File: src/rtl/axi_pc_port_scheduler.sv
// Time-shares one AXI protocol checker across NUM_PORTS monitored ports: tracks
// outstanding traffic per port, attaches only at quiescent boundaries, latches the first error.
module axi_pc_port_scheduler #(
  parameter int NUM_PORTS     = 4,
  parameter int SEL_W         = 2,
  parameter int CNT_W         = 8,
  parameter int RST_CYCLES    = 16,
  parameter int DRAIN_TIMEOUT = 1024,
  parameter bit HALT_ON_ERR   = 1'b1
) (
  input  logic                 aclk_i,
  input  logic                 areset_i,
  input  logic                 cfg_enable_i,
  input  logic [31:0]          cfg_dwell_i,
  input  logic [NUM_PORTS-1:0] mon_awvalid_i,
  input  logic [NUM_PORTS-1:0] mon_awready_i,
  input  logic [NUM_PORTS-1:0] mon_wvalid_i,
  input  logic [NUM_PORTS-1:0] mon_wready_i,
  input  logic [NUM_PORTS-1:0] mon_wlast_i,
  input  logic [NUM_PORTS-1:0] mon_bvalid_i,
  input  logic [NUM_PORTS-1:0] mon_bready_i,
  input  logic [NUM_PORTS-1:0] mon_arvalid_i,
  input  logic [NUM_PORTS-1:0] mon_arready_i,
  input  logic [NUM_PORTS-1:0] mon_rvalid_i,
  input  logic [NUM_PORTS-1:0] mon_rready_i,
  input  logic [NUM_PORTS-1:0] mon_rlast_i,
  input  logic [159:0]         pc_status_i,
  input  logic                 pc_asserted_i,
  output logic [SEL_W-1:0]     pc_sel_o,
  output logic                 pc_aresetn_o,
  output logic                 pc_attached_o,
  output logic                 err_valid_o,
  output logic [SEL_W-1:0]     err_port_o,
  output logic [159:0]         err_status_o,
  input  logic                 err_ack_i,
  output logic                 err_dropped_o,
  output logic                 cnt_overflow_o
);

  localparam int RST_W = $clog2(RST_CYCLES + 1);
  localparam int TMO_W = $clog2(DRAIN_TIMEOUT + 1);
  localparam logic [SEL_W-1:0] LAST_PORT = SEL_W'(NUM_PORTS - 1);
  localparam logic [RST_W-1:0] RST_LAST  = RST_W'(RST_CYCLES - 1);
  localparam logic [TMO_W-1:0] TMO_LAST  = TMO_W'(DRAIN_TIMEOUT - 1);
  localparam logic [CNT_W-1:0] U_MAX     = {CNT_W{1'b1}};
  localparam logic [CNT_W-1:0] S_MAX     = {1'b0, {(CNT_W-1){1'b1}}};
  localparam logic [CNT_W-1:0] S_MIN     = {1'b1, {(CNT_W-1){1'b0}}};

  typedef enum logic [1:0] {
    ST_DRAIN    = 2'd0,
    ST_RESET_PC = 2'd1,
    ST_MONITOR  = 2'd2
  } state_e;

  logic [NUM_PORTS-1:0] quiet;
  logic [NUM_PORTS-1:0] sat_any;

  // Per-port outstanding counters; w_out is two's complement because W data may lead AW.
  for (genvar gi = 0; gi < NUM_PORTS; gi++) begin : g_port
    logic             aw_hs, b_hs, wl_hs, ar_hs, rl_hs;
    logic [CNT_W-1:0] aw_q, aw_d, w_q, w_d, ar_q, ar_d;
    logic             sat_aw, sat_w, sat_ar;

    assign aw_hs = mon_awvalid_i[gi] & mon_awready_i[gi];
    assign b_hs  = mon_bvalid_i[gi]  & mon_bready_i[gi];
    assign wl_hs = mon_wvalid_i[gi]  & mon_wready_i[gi] & mon_wlast_i[gi];
    assign ar_hs = mon_arvalid_i[gi] & mon_arready_i[gi];
    assign rl_hs = mon_rvalid_i[gi]  & mon_rready_i[gi] & mon_rlast_i[gi];

    always_comb begin
      aw_d   = aw_q;
      sat_aw = 1'b0;
      if (aw_hs && !b_hs) begin
        if (aw_q == U_MAX) sat_aw = 1'b1;
        else               aw_d   = aw_q + 1'b1;
      end else if (b_hs && !aw_hs) begin
        if (aw_q == '0)    sat_aw = 1'b1;
        else               aw_d   = aw_q - 1'b1;
      end
    end

    always_comb begin
      w_d   = w_q;
      sat_w = 1'b0;
      if (aw_hs && !wl_hs) begin
        if (w_q == S_MAX) sat_w = 1'b1;
        else              w_d   = w_q + 1'b1;
      end else if (wl_hs && !aw_hs) begin
        if (w_q == S_MIN) sat_w = 1'b1;
        else              w_d   = w_q - 1'b1;
      end
    end

    always_comb begin
      ar_d   = ar_q;
      sat_ar = 1'b0;
      if (ar_hs && !rl_hs) begin
        if (ar_q == U_MAX) sat_ar = 1'b1;
        else               ar_d   = ar_q + 1'b1;
      end else if (rl_hs && !ar_hs) begin
        if (ar_q == '0)    sat_ar = 1'b1;
        else               ar_d   = ar_q - 1'b1;
      end
    end

    always_ff @(posedge aclk_i or posedge areset_i) begin
      if (areset_i) begin
        aw_q <= '0;
        w_q  <= '0;
        ar_q <= '0;
      end else begin
        aw_q <= aw_d;
        w_q  <= w_d;
        ar_q <= ar_d;
      end
    end

    assign quiet[gi] = (aw_q == '0) && (w_q == '0) && (ar_q == '0) &&
                       !mon_awvalid_i[gi] && !mon_wvalid_i[gi] && !mon_arvalid_i[gi];
    assign sat_any[gi] = sat_aw | sat_w | sat_ar;
  end

  function automatic logic [SEL_W-1:0] next_port(input logic [SEL_W-1:0] p);
    return (p >= LAST_PORT) ? '0 : p + 1'b1;
  endfunction

  state_e           state_q, state_d;
  logic [SEL_W-1:0] sel_q, sel_d;
  logic [SEL_W-1:0] cand_q, cand_d;
  logic [31:0]      dwell_q, dwell_d;
  logic [TMO_W-1:0] tmo_q, tmo_d;
  logic [RST_W-1:0] rst_cnt_q, rst_cnt_d;
  logic             aresetn_q, attached_q;
  logic             err_valid_q, err_valid_d;
  logic [SEL_W-1:0] err_port_q, err_port_d;
  logic [159:0]     err_status_q, err_status_d;
  logic             err_dropped_q, err_dropped_d;
  logic             ovf_q;

  logic [31:0] dwell_lim;
  logic [31:0] dwell_inc;
  logic        err_hit;
  logic        ack_ok;

  assign dwell_lim = (cfg_dwell_i == 32'd0) ? 32'd1 : cfg_dwell_i;
  assign dwell_inc = (&dwell_q) ? dwell_q : dwell_q + 32'd1;

  // The dwell comparison uses the count including the current cycle, so MONITOR lasts cfg_dwell cycles.
  always_comb begin
    state_d   = state_q;
    sel_d     = sel_q;
    cand_d    = cand_q;
    dwell_d   = dwell_q;
    tmo_d     = tmo_q;
    rst_cnt_d = rst_cnt_q;
    case (state_q)
      ST_MONITOR: begin
        dwell_d = dwell_inc;
        if ((dwell_inc >= dwell_lim) && cfg_enable_i && !(HALT_ON_ERR && err_valid_q)) begin
          state_d = ST_DRAIN;
          cand_d  = next_port(sel_q);
          tmo_d   = '0;
        end
      end
      ST_DRAIN: begin
        if (quiet[cand_q]) begin
          state_d   = ST_RESET_PC;
          sel_d     = cand_q;
          rst_cnt_d = '0;
        end else if (tmo_q >= TMO_LAST) begin
          cand_d = next_port(cand_q);
          tmo_d  = '0;
        end else begin
          tmo_d = tmo_q + 1'b1;
        end
      end
      ST_RESET_PC: begin
        if (rst_cnt_q == RST_LAST) begin
          state_d = ST_MONITOR;
          dwell_d = '0;
        end else begin
          rst_cnt_d = rst_cnt_q + 1'b1;
        end
      end
      default: state_d = ST_DRAIN;
    endcase
  end

  assign err_hit = attached_q && pc_asserted_i;
  assign ack_ok  = err_ack_i && err_valid_q;

  // An ack in the same cycle as a new assertion frees the slot for the new record.
  always_comb begin
    err_valid_d   = err_valid_q;
    err_port_d    = err_port_q;
    err_status_d  = err_status_q;
    err_dropped_d = err_dropped_q;
    if (err_hit) begin
      if (!err_valid_q || ack_ok) begin
        err_valid_d  = 1'b1;
        err_port_d   = sel_q;
        err_status_d = pc_status_i;
      end else begin
        err_dropped_d = 1'b1;
      end
    end else if (ack_ok) begin
      err_valid_d   = 1'b0;
      err_dropped_d = 1'b0;
    end
  end

  always_ff @(posedge aclk_i or posedge areset_i) begin
    if (areset_i) begin
      state_q       <= ST_DRAIN;
      sel_q         <= '0;
      cand_q        <= '0;
      dwell_q       <= '0;
      tmo_q         <= '0;
      rst_cnt_q     <= '0;
      aresetn_q     <= 1'b0;
      attached_q    <= 1'b0;
      err_valid_q   <= 1'b0;
      err_port_q    <= '0;
      err_status_q  <= '0;
      err_dropped_q <= 1'b0;
      ovf_q         <= 1'b0;
    end else begin
      state_q       <= state_d;
      sel_q         <= sel_d;
      cand_q        <= cand_d;
      dwell_q       <= dwell_d;
      tmo_q         <= tmo_d;
      rst_cnt_q     <= rst_cnt_d;
      aresetn_q     <= (state_d == ST_MONITOR);
      attached_q    <= (state_d == ST_MONITOR);
      err_valid_q   <= err_valid_d;
      err_port_q    <= err_port_d;
      err_status_q  <= err_status_d;
      err_dropped_q <= err_dropped_d;
      ovf_q         <= ovf_q | (|sat_any);
    end
  end

  assign pc_sel_o       = sel_q;
  assign pc_aresetn_o   = aresetn_q;
  assign pc_attached_o  = attached_q;
  assign err_valid_o    = err_valid_q;
  assign err_port_o     = err_port_q;
  assign err_status_o   = err_status_q;
  assign err_dropped_o  = err_dropped_q;
  assign cnt_overflow_o = ovf_q;

endmodule
File: config.mk
export PLATFORM = sky130hd
export DESIGN_NAME = axi_pc_port_scheduler
export DESIGN_NICKNAME = d
export VERILOG_FILES = /design/src/rtl/axi_pc_port_scheduler.sv
export SDC_FILE = /design/constraint.sdc
export NUM_CORES = 1
export LEC_CHECK = 0
export BUFFER_PORTS_ARGS = -buffer_cell sky130_fd_sc_hd__buf_4
export CAP_MARGIN = 20
export CORE_MARGIN = 4
export CORE_UTILIZATION = 44
export DETAILED_ROUTE_END_ITERATION = 6
export PLACE_DENSITY = 0.77
export RECOVER_POWER = 100
export SYNTH_ARGS = -nofsm -noshare
export SYNTH_HDL_FRONTEND = slang
export SYNTH_SLANG_ARGS = --single-unit
File: constraint.sdc
create_clock -name aclk_i -period 22.6 [get_ports aclk_i]
set_input_delay 3.39 -clock aclk_i [delete_from_list [all_inputs] [get_ports aclk_i]]
set_output_delay 3.39 -clock aclk_i [all_outputs]
set_load 0.01 [all_outputs]
==> results of run 1 <==
cell usage in the layout, fill, tap and decap left out, types with 15 or more instances in the layout:
cell type  Yosys  layout
a21oi_1       70      70
mux2_2       188     188
nand4_1       25      26
nor4_1        39      43
nand3_1       38      39
nand2_1      136     136
a21o_1        29      29
clkbuf_1      45     180
and3_1        17      17
nor2_1        88      87
buf_4          3     230
nor3_1        29      33
xnor2_1       70      70
dfrtp_1      316     316
o21ai_0       88      89
clkbuf_16      0      39
ha_1         134     134
inv_1         96      95
o31ai_1       20      20
or3_1         15      15
xor2_1        46      46
flip-flops by register name (all words and copies together) (netlist names):
signal          cells
cand_q              2
err_valid_o         1
rst_cnt_q           5
err_port_o          2
g_port.ar_q        32
cnt_overflow_o      1
err_status_o      160
state_q             2
g_port.w_q         32
pc_attached_o       1
pc_sel_o            2
dwell_q            32
err_dropped_o       1
g_port.aw_q        32
tmo_q              11
cell families after synthesis:
kind of cell    Yosys count
fa+ha+maj               146
mux                     204
xor+xnor                116
buf+inv                 150
compound gates          287
flops                   316
simple gates            454
through the flow:
| stage | area (µm²) | utilization | setup WS, ns |
|---|---|---|---|
| after floorplan | 17900 | - | 10.47 |
| after global placement | 21500 | 0.538 | 16.28 |
| after detailed placement | 21500 | 0.538 | 16.30 |
| after CTS | 22800 | 0.571 | 16.87 |
| after global routing | 22100 | 0.552 | 14.28 |
| final | 22100 | 0.552 | 15.24 |
worst min path at each step:
stage | start | end | slack [ns] | cells after the start
after floorplan | tmo_q[7] | tmo_q[7] | 0.45 | 1
after global placement | tmo_q[10] | tmo_q[10] | 0.46 | 1
after detailed placement | tmo_q[10] | tmo_q[10] | 0.47 | 1
after CTS | tmo_q[10] | tmo_q[10] | 0.49 | 1
after global routing | tmo_q[7] | tmo_q[7] | 0.50 | 1
final | tmo_q[10] | tmo_q[10] | 0.48 | 1
routing by layer:
layer	vias up	share of wire	track usage
li1	6799	-	-
met1	6865	0.43	0.273
met2	354	0.50	0.371
met3	85	0.053	0.0404
met4	0	0.024	0.0560
met5	-	0	0
cells in the mapped netlist (all sizes together) (16+ instances only):
cell type    n  area [µm²]
a21o        29         218
a21oi       70         350
and3        18         118
clkbuf      45         169
dfrtp      316        7910
ha         134        1680
inv         96         360
mux2       192        2160
nand2      136         510
nand3       42         230
nand4       28         203
nor2        88         330
nor3        34         201
nor4        44         342
o21ai       89         445
o31ai       21         171
or3         16         105
xnor2       70         613
xor2        46         403
area by class of cell:
type,instances,area [µm²],share of cell area
Clock inverter,13,171,0.00776
Timing Repair Buffer,420,2530,0.115
Inverter,96,362,0.0164
Tap cell,525,657,0.0297
Multi-Input combinational cell,1207,9300,0.421
Antenna cell,2,5.00,0.000227
Sequential cell,316,7910,0.358
Clock buffer,55,1160,0.0523
power by group through the flow:
stage / registers, W / logic [W] / clock network (W)
6_report: 0.000836 / 0.000769 / 0.000644
5_1_grt: 0.000857 / 0.000864 / 0.000684
4_1_cts: 0.000836 / 0.000809 / 0.000660
3_5_place_dp: 0.000843 / 0.000803 / 0
3_3_place_gp: 0.000835 / 0.000763 / 0
2_1_floorplan: 0.000832 / 0.000565 / 0
==> results.cfg, run 1 <==
[timing]
setup-tns-final_ns = 0
rsz0062_at_grt = false
slew_violations = 313
slew_headroom = -2.97
finalHoldViolCount = 0
fin_hold_ws_ns = 0.484
worst_clock_skew_ns = 0.0196
worstMarginPinSlew_ns = 5.92
layout_min_cycle_time_ns = 7.36
finalCritPeriodShare = 0.326
finalSetupViolations = 0
fmax_mhz = 136

[worst_setup_path]
crit_arrival_ns = 6.92
startpoint = areset_i
r2r_slack_ns = 16.14
cp_top_family = buffers and inverters
path_cells = clkbuf_4 -> clkinvlp_2
max_stage_delay_ns = 3.26
crit_cells = 2
critical_path.slowest_cell = clkinvlp_2
endpoint_kind = async pin
cp-start-kind = input port
regToRegStartpoint = dwell_q[0]
worst-r2r-cell-count = 15
r2r-end = tmo_q[0]
crit_path_end = g_port[3].aw_q[4]
worstSetupPathType = input port to async pin
crit_required_ns = 22.16
crit_buf_inv = 2
critical_path.max_fanout = 132

[floorplanning]
ios = 414
die_width_um = 210
coreArea_mm2 = 0.0400
die_y_um = 210
initial_core_util = 0.448
dieArea_mm2 = 0.0440
num_rows = 73

[synth]
avgSynthCellArea_um2 = 10.7
syn_nets = 2064
synth_xor_area_frac = 0.0567
synth_edf_count = 0
yosysUniqueCellTypes = 70
synth-simple-area-share = 0.133
yosys_warnings = 0
synth_ff_type = dfrtp_1
synthAdderAreaFrac = 0.107
synth_seq_cells = 316
synth_compound_area_frac = 0.102
yosysSeqAreaShare = 0.441
syn_inst = 1673
synth_top_family_by_area = simple AND/OR/NAND/NOR gates
synth_mux_area_frac = 0.127
async_flop_share = 1.00
syn_area_mm2 = 0.0179

[routing]
totalWireLength_mm = 48.8
viasPerCell = 5.35
drtAntennaViolNets = 0
drtIter0Drc = 807
via_count = 14100
drcViolationCount = 0
drt-pass1-iter-count = 7
wl_per_cell_um = 18.5

[power]
worst_ir_drop_vdd_uv = 70.2
p_leak_nw = 10.0
pwr-share-clk = 0.286
p_sw_frac = 0.337
cellPowerDensity_mw_per_mm2 = 102
p_int_w = 0.00149
comb_power_share = 0.342
p_switching_w = 0.000758
p_seq_frac = 0.372
p_total_w = 0.00225

[status]
violations = max-capacitance violations, max-slew violations
status = complete, but fails checks

[clock_network]
htreeDepth = 2
cts_tree = built
root_buffer = clkbuf_16
postCtsSetupRepairBufs = 0
cts_resized = 0
clk_latency_ns = 0.54
cts_sinks = 316
path_clk_slew_ns = 0.06
cts_buffers = 37
clock_path_buffers = 3
postCtsHoldBufs = 0

[placement]
io_buffer_count = 413
dp.cells = 2561
post-dp-hpwl_mm = 37.1
place.gp.congestion = 0.905

[grt]
antenna_found_initial = 1
grt.overflow.total = 0
grt_pass1_wl_mm = 76.6
grt_max_degree = 186
grt_pass1_vias = 14300
grtUsageTotal = 0.213

[layout]
layout-drive-gt1-share = 0.243
final_cells = 2634
nets = 2469
area_growth_pct = 23.3
fill_cells = 3588

[flow_run]
timing.max_cap.violations = 5

[min_path]
hp-class = flip-flop to flip-flop
No activity file was read; power rests on OpenSTA's default activity.
==> run 2, diff against run 1 <==
- clock period: 22.6 -> 7.7 ns (I/O delays scaled with it)
==> run 2 against run 1 <==
Net effect: the flow still finishes with violations (max-capacitance violations, max-slew violations); sequential share of layout area up 0.27 points; power rose to 2.9 times the previous value; clock-buffer cell count down 3; sequential power rose to 2.9 times the previous value; via count up 0.55%; sequential cell count unchanged; critical path type is now input port to flip-flop; combinational power rose to 2.9 times the previous value; largest power group unchanged.
==> results.cfg, run 2 (synthesis results as in run 1) <==
[routing]
totalWireLength_mm = 48.5
drcViolationCount = 0
viasPerCell = 5.39
drt-pass1-iter-count = 5
via_count = 14200
drtIter0Drc = 858
wl_per_cell_um = 18.4
drtAntennaViolNets = 0

[placement]
io_buffer_count = 413
place.gp.congestion = 0.920
placed_cell_area_mm2 = 0.0215
dp.cells = 2562
post-dp-hpwl_mm = 36.6

[power]
cellPowerDensity_mw_per_mm2 = 293
p_leak_nw = 9.95
worst_ir_drop_vdd_uv = 196

[worst_setup_path]
cpMostUsedCell = nor2_1
cp_top_family = buffers and inverters
critical_path.slowest_cell = clkbuf_2
path_cells = clkbuf_1 -> nor2_1 -> nor2_1 -> clkbuf_2 -> mux2_2
r2r_slack_ns = 1.75
crit_buf_inv = 2
endpoint_kind = flip-flop
cp-start-kind = input port
critical_path.max_fanout = 129
crit_required_ns = 8.11
max_stage_delay_ns = 2.46
worstSetupPathType = input port to flip-flop
crit_arrival_ns = 6.38

[layout]
layout_common_cells = dfrtp_1, buf_4, mux2_2
nets = 2470
area_growth_pct = 22.4
final_cells = 2629
largest_reg_flops = 160
final_common_cell = dfrtp_1
layout-drive-gt1-share = 0.238
fin_area_mm2 = 0.0219

[timing]
worstMarginPinSlew_ns = 3.21
finalCritPeriodShare = 0.776
finalSetupViolations = 0
slew_headroom = -1.14
finalHoldViolCount = 0
rsz0062_at_grt = false
slew_violations = 313
fmax_mhz = 167
worst_clock_skew_ns = 0.0130
setup-tns-final_ns = 0
layout_min_cycle_time_ns = 5.98

[clock_network]
clock_path_buffers = 3
path_clk_slew_ns = 0.05
cts_buffers = 38
clk_latency_ns = 0.54
htreeDepth = 2
postCtsHoldBufs = 0
postCtsSetupRepairBufs = 0
cts_tree = built
root_buffer = clkbuf_16
cts_resized = 0
cts_sinks = 316

[grt]
grt_pass1_vias = 14500
antenna_found_initial = 1
grt_max_degree = 170
grt.overflow.total = 0
grt_pass1_wl_mm = 76.5
grtUsageTotal = 0.211

[status]
status = complete, but fails checks
violations = max-capacitance violations, max-slew violations

[min_path]
hp-class = flip-flop to flip-flop

[floorplanning]
die_width_um = 210
num_rows = 73
ios = 414
initial_core_util = 0.448
coreArea_mm2 = 0.0400
die_y_um = 210
dieArea_mm2 = 0.0440

[flow_run]
timing.max_cap.violations = 5
[run 2: metal layers]
metal,vias to the layer above,wire (µm),global-route usage
met5,-,0,0
met4,0,1390,0.0695
met1,6880,20300,0.266
li1,6779,-,-
met2,424,24000,0.364
met3,97,2790,0.0410
[run 2: area by class of cell]
class                   count  area [µm²]
diodes                      1        2.50
clock buffers              52        1070
inverters                  96         362
clock inverters            12        96.3
repair buffers            420        2540
flip-flops and latches    316        7910
well taps                 525         657
fillers                  3588       18100
multi-input cells        1207        9280
[run 2: metrics by stage]
step | worst slack, ns | total power, W | hold slack (ns) | util
floorplan | 2.33 | 0.00410 | 0.445 | -
global placement | 2.99 | 0.00469 | 0.464 | 0.538
detailed placement | 2.90 | 0.00483 | 0.474 | 0.538
CTS | 2.88 | 0.00659 | 0.492 | 0.567
global route | 1.36 | 0.00688 | 0.513 | 0.548
finish | 1.72 | 0.00642 | 0.485 | 0.548
[run 2: final timing paths]
| kind | start | endpoint | cells after the start |
|---|---|---|---|
| max | err_ack_i | err_status_o[35] | 5 |
| min | tmo_q[10] | tmo_q[10] | 1 |
| max reg2reg | dwell_q[0] | tmo_q[0] | 16 |
| min reg2reg | tmo_q[10] | tmo_q[10] | 1 |
| max in group asynchronous | areset_i | err_status_o[139] | 4 |
| min in group asynchronous | areset_i | err_status_o[71] | 2 |
[run 2: power by group]
group | switching (W) | internal, W | leakage, nW
Combinational | 0.00110 | 0.00115 | 5.57
Clock | 0.000702 | 0.00101 | 0.584
Sequential | 0.000407 | 0.00205 | 3.79
Total | 0.00221 | 0.00421 | 9.95
==> run 3, diff against run 2 <==
- PLACE_DENSITY: 0.77 -> 0.8
- clock period: 7.7 -> 5.3 ns (I/O delays scaled with it)
==> run 3 against run 2 <==
Net effect: the run still ends with max-capacitance violations, max-slew violations left; worst hold slack lost 0.032 ns; setup slack lost 1.4 ns; sequential cell count is the same; global-route usage grew 0.13 points; sequential power grew 45%; largest cell class unchanged.
==> results.cfg, run 3 (synthesis results as in run 1) <==
[worst_setup_path]
worstSetupPathType = flip-flop to flip-flop
cp-start-kind = flip-flop
worst-r2r-cell-count = 16
path_cells = and3_1 -> nand3_1 -> nor4_4 -> a211oi_4 -> buf_4 -> nand3_1 -> xnor2_1 -> ha_1 -> a211oi_1 -> nor2_1 -> a2111oi_0 -> o21ai_0 -> a31oi_1 -> buf_4 -> or2_1 -> mux2_1
critical_path.max_fanout = 13
cp_top_family = compound AO/OA/AOI/OAI gates
max_stage_delay_ns = 0.50
endpoint_kind = flip-flop
crit_required_ns = 5.71
crit_cells = 16
critical_path.slowest_cell = a211oi_4
crit_buf_inv = 2
crit_arrival_ns = 5.34

[floorplanning]
ios = 414
coreArea_mm2 = 0.0400
dieArea_mm2 = 0.0440
num_rows = 73
die_width_um = 210
initial_core_util = 0.448
die_y_um = 210

[grt]
grt_pass1_vias = 14600
grtUsageTotal = 0.212
grt_max_degree = 141
grt.overflow.total = 0
grt_pass1_wl_mm = 76.6
antenna_found_initial = 1

[clock_network]
postCtsSetupRepairBufs = 0
path_clk_slew_ns = 0.06
cts_resized = 0
postCtsHoldBufs = 0
clock_path_buffers = 3
htreeDepth = 2
clk_latency_ns = 0.54
cts_sinks = 316
cts_buffers = 38
cts_tree = built
root_buffer = clkbuf_16

[timing]
worst_clock_skew_ns = 0.0201
finalHoldViolCount = 0
finalCritPeriodShare = 0.930
rsz0062_at_grt = false
slew_headroom = -1.10
setup-tns-final_ns = 0
finalSetupViolations = 0
layout_min_cycle_time_ns = 4.93
slew_violations = 428
fmax_mhz = 203
worstMarginPinSlew_ns = 3.15

[power]
cellPowerDensity_mw_per_mm2 = 429
p_leak_nw = 10.1
worst_ir_drop_vdd_uv = 311

[layout]
n_antenna_cell = 0
layout_common_cells = dfrtp_1, buf_4, mux2_2
largest_reg_flops = 160
nets = 2473
layout-drive-gt1-share = 0.245
area_growth_pct = 23.3
final_common_cell = dfrtp_1
final_cells = 2634

[status]
status = complete, but fails checks
violations = max-capacitance violations, max-slew violations

[placement]
place.gp.congestion = 0.949
io_buffer_count = 413
dp.cells = 2565
post-dp-hpwl_mm = 36.8

[routing]
viasPerCell = 5.41
drcViolationCount = 0
drtIter0Drc = 849
wl_per_cell_um = 18.4
totalWireLength_mm = 48.4
drt-pass1-iter-count = 5
drtAntennaViolNets = 0
via_count = 14200

[min_path]
whs_path_depth = 2
hp-class = input port to flip-flop

[flow_run]
timing.max_cap.violations = 5
run 3: per-stage QoR:
step                worst slack, ns  area, µm²  power [W]  hold WS, ns   util
floorplan                     0.294      17900    0.00595        0.445      -
global placement              0.777      21500    0.00680        0.465  0.539
detailed placement            0.572      21500    0.00701        0.468  0.539
CTS                           0.551      22800    0.00973        0.375  0.570
global route                  0.146      22100     0.0101        0.444  0.552
finish                        0.370      22100    0.00947        0.453  0.552
run 3: final cells by class:
class                      count  area, µm²
sequential                   316       7910
inverter                      96        362
multi-input combinational   1207       9370
clock inverter                16        174
fill                        3535      17900
clock buffer                  51       1090
timing repair buffer         423       2520
tap                          525        657
run 3: where the power goes:
| group | internal [W] | switching (W) | leakage [nW] |
|---|---|---|---|
| Combinational | 0.00166 | 0.00161 | 5.66 |
| Clock | 0.00159 | 0.00104 | 0.620 |
| Sequential | 0.00298 | 0.000581 | 3.79 |
| Total | 0.00624 | 0.00324 | 10.1 |
run 3: path summary, 6_finish.rpt:
check                           start                end  slack [ns]
min                         err_ack_i        err_valid_o        0.45
max reg2reg                dwell_q[4]           tmo_q[0]        0.37
min in group asynchronous    areset_i   err_status_o[26]        0.60
max                        dwell_q[4]           tmo_q[0]        0.37
min reg2reg                 tmo_q[10]          tmo_q[10]        0.48
max in group asynchronous    areset_i  err_status_o[128]        0.97
run 3: metal layers:
| layer | wire length [µm] | track usage | share of wire |
|---|---|---|---|
| met4 | 1500 | 0.0736 | 0.031 |
| met1 | 19700 | 0.263 | 0.41 |
| met3 | 2980 | 0.0450 | 0.062 |
| met2 | 24300 | 0.367 | 0.50 |
| met5 | 0 | 0 | 0 |
